$ cat config.mk
export PLATFORM = sky130hd
export DESIGN_NAME = alu_rs
export DESIGN_NICKNAME = d
export VERILOG_FILES = /design/src/rtl/alu_rs_pkg.sv /design/src/rtl/alu_rs_select.sv /design/src/rtl/alu_rs.sv
export SDC_FILE = /design/constraint.sdc
export NUM_CORES = 2
export LEC_CHECK = 0
export CAP_MARGIN = 0
export CELL_PAD_IN_SITES_DETAIL_PLACEMENT = 0
export CELL_PAD_IN_SITES_GLOBAL_PLACEMENT = 1
export CORE_UTILIZATION = 44
export DETAILED_ROUTE_END_ITERATION = 10
export PLACE_DENSITY_LB_ADDON = 0.1
export SYNTH_ARGS = -nofsm -noshare
export SYNTH_HDL_FRONTEND = slang
export SYNTH_SLANG_ARGS = --single-unit
$ cat constraint.sdc
create_clock -name clk_in -period 3.4 [get_ports clk_in]
set_input_delay 0.68 -clock clk_in [delete_from_list [all_inputs] [get_ports clk_in]]
set_output_delay 0.68 -clock clk_in [all_outputs]
set_load 0.02 [all_outputs]
$ cat src/rtl/alu_rs_pkg.sv
// Shared definitions for the ALU reservation station.
// Contents:
//   ROB_TAG_W - default ROB tag width
//   DATA_W    - operand width
//   OP_W      - ALU op-code width
//   alu_op_e  - ALU op codes understood by the downstream ALU
package alu_rs_pkg;

    localparam int ROB_TAG_W = 4;
    localparam int DATA_W    = 32;
    localparam int OP_W      = 4;

    typedef enum logic [OP_W-1:0] {
        ALU_ADD  = 4'd0,
        ALU_SUB  = 4'd1,
        ALU_AND  = 4'd2,
        ALU_OR   = 4'd3,
        ALU_XOR  = 4'd4,
        ALU_SLL  = 4'd5,
        ALU_SRL  = 4'd6,
        ALU_SRA  = 4'd7,
        ALU_SLT  = 4'd8,
        ALU_SLTU = 4'd9
    } alu_op_e;

endpackage

$ cat src/rtl/alu_rs_select.sv
// Lowest-index priority encoder.
// Ports:
//   req   in  2**RS_WIDTH  request vector
//   found out 1            any request bit set
//   idx   out RS_WIDTH     index of the lowest set bit (0 when none)
module alu_rs_select #(
    parameter int RS_WIDTH = 3
) (
    input  logic [2**RS_WIDTH-1:0] req,
    output logic                   found,
    output logic [RS_WIDTH-1:0]    idx
);

    always_comb begin
        found = 1'b0;
        idx   = '0;
        // Scan from the top down so the lowest set bit is the last one written.
        for (int i = 2**RS_WIDTH - 1; i >= 0; i--) begin
            if (req[i]) begin
                found = 1'b1;
                idx   = RS_WIDTH'(i);
            end
        end
    end

endmodule

$ cat src/rtl/alu_rs.sv
// Reservation station for integer ALU operations.
// Buffers issued operations, tracks missing source operands by ROB tag,
// snoops the CDB for their values and dispatches the lowest-index ready
// entry to the ALU, at most one per cycle.
// Ports:
//   clk_in, rst_in (async, active-high), rdy_in (global enable), clear (flush)
//   issue_*  : one operation from the issue stage
//   cdb_*    : common data bus broadcast
//   full     : no free entry (combinational from busy bits)
//   cal, a, b, alu_op, alu_dest : registered dispatch to the ALU
module alu_rs
    import alu_rs_pkg::*;
#(
    parameter int RS_WIDTH  = 3,
    parameter int ROB_WIDTH = ROB_TAG_W
) (
    input  logic                 clk_in,
    input  logic                 rst_in,
    input  logic                 rdy_in,
    input  logic                 clear,
    input  logic                 issue_valid,
    input  logic [OP_W-1:0]      issue_op,
    input  logic                 issue_qj_busy,
    input  logic                 issue_qk_busy,
    input  logic [ROB_WIDTH-1:0] issue_qj,
    input  logic [ROB_WIDTH-1:0] issue_qk,
    input  logic [DATA_W-1:0]    issue_vj,
    input  logic [DATA_W-1:0]    issue_vk,
    input  logic [ROB_WIDTH-1:0] issue_dest,
    input  logic                 cdb_valid,
    input  logic [ROB_WIDTH-1:0] cdb_rob,
    input  logic [DATA_W-1:0]    cdb_value,
    output logic                 full,
    output logic                 cal,
    output logic [DATA_W-1:0]    a,
    output logic [DATA_W-1:0]    b,
    output logic [OP_W-1:0]      alu_op,
    output logic [ROB_WIDTH-1:0] alu_dest
);

    localparam int N = 2**RS_WIDTH;

    // Entry control state
    logic [N-1:0]         busy_q, busy_d;
    logic [N-1:0]         jb_q, jb_d;
    logic [N-1:0]         kb_q, kb_d;
    // Entry payload
    logic [OP_W-1:0]      op_q   [N];
    logic [OP_W-1:0]      op_d   [N];
    logic [DATA_W-1:0]    vj_q   [N];
    logic [DATA_W-1:0]    vj_d   [N];
    logic [DATA_W-1:0]    vk_q   [N];
    logic [DATA_W-1:0]    vk_d   [N];
    logic [ROB_WIDTH-1:0] qj_q   [N];
    logic [ROB_WIDTH-1:0] qj_d   [N];
    logic [ROB_WIDTH-1:0] qk_q   [N];
    logic [ROB_WIDTH-1:0] qk_d   [N];
    logic [ROB_WIDTH-1:0] dest_q [N];
    logic [ROB_WIDTH-1:0] dest_d [N];
    // Dispatch outputs
    logic                 cal_q, cal_d;
    logic [DATA_W-1:0]    a_q, a_d, b_q, b_d;
    logic [OP_W-1:0]      aop_q, aop_d;
    logic [ROB_WIDTH-1:0] adest_q, adest_d;

    logic [N-1:0]         free_vec, ready_vec;
    logic                 free_found, rdy_found;
    logic [RS_WIDTH-1:0]  free_idx, rdy_idx;

    // Readiness uses registered state only, so a CDB capture becomes
    // eligible one cycle later.
    assign free_vec  = ~busy_q;
    assign ready_vec = busy_q & ~jb_q & ~kb_q;

    alu_rs_select #(.RS_WIDTH(RS_WIDTH)) u_free_sel (
        .req   (free_vec),
        .found (free_found),
        .idx   (free_idx)
    );

    alu_rs_select #(.RS_WIDTH(RS_WIDTH)) u_ready_sel (
        .req   (ready_vec),
        .found (rdy_found),
        .idx   (rdy_idx)
    );

    assign full = ~free_found;

    always_comb begin
        busy_d  = busy_q;
        jb_d    = jb_q;
        kb_d    = kb_q;
        op_d    = op_q;
        vj_d    = vj_q;
        vk_d    = vk_q;
        qj_d    = qj_q;
        qk_d    = qk_q;
        dest_d  = dest_q;
        cal_d   = cal_q;
        a_d     = a_q;
        b_d     = b_q;
        aop_d   = aop_q;
        adest_d = adest_q;

        if (rdy_in) begin
            if (clear) begin
                busy_d = '0;
                cal_d  = 1'b0;
            end else begin
                for (int i = 0; i < N; i++) begin
                    if (cdb_valid && busy_q[i] && jb_q[i] && (qj_q[i] == cdb_rob)) begin
                        vj_d[i] = cdb_value;
                        jb_d[i] = 1'b0;
                    end
                    if (cdb_valid && busy_q[i] && kb_q[i] && (qk_q[i] == cdb_rob)) begin
                        vk_d[i] = cdb_value;
                        kb_d[i] = 1'b0;
                    end
                end

                cal_d = rdy_found;
                if (rdy_found) begin
                    a_d             = vj_q[rdy_idx];
                    b_d             = vk_q[rdy_idx];
                    aop_d           = op_q[rdy_idx];
                    adest_d         = dest_q[rdy_idx];
                    busy_d[rdy_idx] = 1'b0;
                end

                // The free slot is never the dispatched one, so both updates
                // can land on the same edge without interfering.
                if (issue_valid && free_found) begin
                    busy_d[free_idx] = 1'b1;
                    op_d[free_idx]   = issue_op;
                    dest_d[free_idx] = issue_dest;
                    qj_d[free_idx]   = issue_qj;
                    qk_d[free_idx]   = issue_qk;
                    jb_d[free_idx]   = issue_qj_busy;
                    kb_d[free_idx]   = issue_qk_busy;
                    vj_d[free_idx]   = issue_vj;
                    vk_d[free_idx]   = issue_vk;
                    // Producer broadcasting this very cycle: take the CDB value.
                    if (issue_qj_busy && cdb_valid && (cdb_rob == issue_qj)) begin
                        jb_d[free_idx] = 1'b0;
                        vj_d[free_idx] = cdb_value;
                    end
                    if (issue_qk_busy && cdb_valid && (cdb_rob == issue_qk)) begin
                        kb_d[free_idx] = 1'b0;
                        vk_d[free_idx] = cdb_value;
                    end
                end
            end
        end
    end

    always_ff @(posedge clk_in or posedge rst_in) begin
        if (rst_in) begin
            busy_q  <= '0;
            jb_q    <= '0;
            kb_q    <= '0;
            cal_q   <= 1'b0;
            a_q     <= '0;
            b_q     <= '0;
            aop_q   <= '0;
            adest_q <= '0;
        end else begin
            busy_q  <= busy_d;
            jb_q    <= jb_d;
            kb_q    <= kb_d;
            cal_q   <= cal_d;
            a_q     <= a_d;
            b_q     <= b_d;
            aop_q   <= aop_d;
            adest_q <= adest_d;
        end
    end

    // Payload is qualified by busy, so it needs no reset.
    always_ff @(posedge clk_in) begin
        op_q   <= op_d;
        vj_q   <= vj_d;
        vk_q   <= vk_d;
        qj_q   <= qj_d;
        qk_q   <= qk_d;
        dest_q <= dest_d;
    end

    assign cal      = cal_q;
    assign a        = a_q;
    assign b        = b_q;
    assign alu_op   = aop_q;
    assign alu_dest = adest_q;

endmodule

==> impl_metrics.ini <==
[routing]
routed_via_density = 6.69
drtIter0Drc = 4122
remaining_drc_errors = 0
drt-total-wl_um = 147000
routed-wl-met2_um = 66700
wl_met1_um = 59100
met3_wirelength_um = 15600
dr.pass1.iters = 6
ant_nets = 0
wl_per_cell_um = 30.5
vias = 32200
top_layer = met5

[yosys]
synth_common_cells = 739 x nor2_1, 640 x edfxtp_1, 379 x o22ai_1
synth_edf_count = 640
synth-xor-area-share = 0.0160
syn_inst = 3510
synth-seq-cells = 737
ys_seq_area_frac = 0.574
synthAdderAreaFrac = 0
synth_compound_area_frac = 0.205
yosysMostFrequentCell = nor2_1
synth_cell_types = 73
synth.area.top_cells = edfxtp_1 51%, nor2_1 7.4%, dfrtp_1 6.4%, o22ai_1 6.3%, o221a_2 3.8%
synth_mux_area_frac = 0.0168
syn_area_um2 = 37700
yosysWarnings = 0
synth_flop_cell = edfxtp_1
synthSimpleGateAreaFrac = 0.140
synthArstFlopShare = 0.132
yosys.area.top_type = edfxtp_1
synth_top_area_share = 0.510
avgSynthCellArea_um2 = 10.7
synth_fp_nets = 3634
synth_top_family_by_area = compound AO/OA/AOI/OAI gates

[cts]
clkSinkCount = 737
cts_tree = yes
clk_pin_slew_ns = 0.06
hold_buffers = 0
cts_max_level = 3
cts_buffers = 84
postCtsSetupBuffers = 0
cts.path.max_buffers = 3
cts_root_buf = clkbuf_16
worstSkewPairLatency_ns = 0.65
post_cts_resized = 2

[grt]
grt_start_max_net_pins = 142
grt_use_total = 0.335
grt-ovfl-total = 0
grt_pass1_wl_um = 214000
antenna_found_initial = 9
grt_pass1_vias = 31400

[timing]
period_needed_ns = 3.23
relSlewSlack = 0.201
skew_ns = 0.0276
worst_slew_pin_slew_ns = 1.20
final.period_utilization = 0.951
setup_viol = 0
slew_viol_final = 0
hold_viol_final = 0
fmax_ghz = 0.309
rsz0062_at_grt = no

[worst_setup_path]
worstPathArrival_ns = 2.55
worst_setup_path_start_kind = register
slowest_stage = clkdlybuf4s50_1
worst-path-buf-inv = 2
cp_cell_sequence = nand4_1, nor3_2, buf_4, clkdlybuf4s50_1
slowest_delay_ns = 0.59
path_max_fanout = 12
crit_family = buffers and inverters
critPathKind = register to primary output
required_ns = 2.72
end_kind = primary output

[outcome]
status = complete, no violations

[die]
dieArea_um2 = 86800
ios = 198
die_w_um = 295
initial_core_util = 0.448
coreArea_um2 = 84200
row_count = 106
die_h_um = 295

[power]
irDropWorstVdd_uv = 532
combPwrFrac = 0.183
switching_power_mw = 7.00
power.share.sequential = 0.451
p_leak_nw = 15.7
p_sw_frac = 0.281
clkPwrFrac = 0.366
power_density_nw_per_um2 = 551
finalPower_mw = 24.9
p_int_mw = 17.9

[placed_design]
dp.cells = 4649
gp_congestion = 0.907
placed_cell_area_um2 = 42500
numPortBuffers = 197
hpwl_um = 90900

[run]
maxCapViolCount = 0

[cells_and_area]
layout.nets = 3725
syn_to_final_growth_pct = 20.0
instances_no_fill = 4809
layout-drive-gt1-share = 0.151
design_area_um2 = 45200

[min_path]
hp-class = register to register
-- registers in the layout (all words and copies together) (netlist names), 32 cells and up --
| register | count |
|---|---|
| b | 32 |
| dest_q | 32 |
| vj_q | 256 |
| qk_q | 32 |
| vk_q | 256 |
| op_q | 32 |
| a | 32 |
| qj_q | 32 |
-- through the flow --
step                      hold slack (ns)  setup slack (ns)  utilization  setup TNS, ns
after detailed placement            0.476            -0.250        0.505          -7.32
after global placement              0.468            -0.204        0.505          -6.37
final                               0.480             0.165        0.537              0
after CTS                           0.490             0.150        0.537              0
after floorplan                     0.493            0.0643            -              0
after global routing                0.504            0.0745        0.537              0
-- routing by layer --
| layer | GRT usage | vias to the layer above |
|---|---|---|
| met1 | 0.462 | 16100 |
| met3 | 0.0663 | 313 |
| met2 | 0.517 | 2130 |
| li1 | - | 13600 |
| met4 | 0.132 | 6 |
| met5 | 0 | - |
-- cell type report --
class / count / area, um^2
Timing Repair Buffer: 427 / 4790
Antenna cell: 3 / 7.51
Fill cell: 7258 / 39000
Clock inverter: 32 / 309
Multi-Input combinational cell: 2332 / 14600
Sequential cell: 737 / 21600
Inverter: 19 / 81.3
Clock buffer: 125 / 2420
Tap cell: 1134 / 1420
-- power by group through the flow --
stage          clock, mW  sequential [mW]  combinational (mW)
2_1_floorplan          0             11.7                1.94
3_3_place_gp           0             11.4                4.45
3_5_place_dp           0             11.4                4.52
4_1_cts             9.24             11.2                4.54
5_1_grt             9.57             11.3                4.83
6_report            9.13             11.2                4.56
-- cells by family (layout without fill, tap and decap cells) --
kind of cell           count (synthesis)  after routing
multiplexers                          59             59
buffers and inverters                441            603
XOR/XNOR                              69             69
other                                  0              3
flip-flops                           737            737
AND/OR/NAND/NOR                     1190           1190
AO/OA/AOI/OAI                       1014           1014
-- final timing paths --
kind | cells after the start | endpoint | from | slack, ns
worst max-delay path | 4 | full | busy_q[0] | 0.17
worst max register to register | 8 | b[17] | kb_q[6] | 0.19
worst min-delay path | 1 | cal | cal | 0.48
max in group asynchronous | 3 | a[21] | rst_in | 2.21
min in group asynchronous | 3 | cal | rst_in | 0.55
worst min register to register | 1 | cal | cal | 0.48
-- cells in the final DEF, fill, tap and decap left out, types with 17 or more instances in the layout --
master	instances
clkdlybuf4s50_1	197
xnor2_1	19
o21a_1	33
nand3_1	27
nand2b_1	40
nor3_1	58
dfrtp_1	96
xor2_1	50
nand3b_1	32
edfxtp_1	640
nand2_1	139
o21ai_1	19
or3_1	66
buf_12	87
nand4_1	17
a21oi_1	49
o22ai_1	379
buf_4	143
a22oi_1	41
nor2_1	737
a221oi_1	108
inv_1	17
o21ai_0	46
o221a_2	128
a31oi_1	22
clkbuf_1	26
o22a_1	36
clkbuf_16	85
a211o_1	24
a221o_1	48
mux2_1	30
mux2i_1	26
No activity file was read; power rests on OpenSTA's default activity.
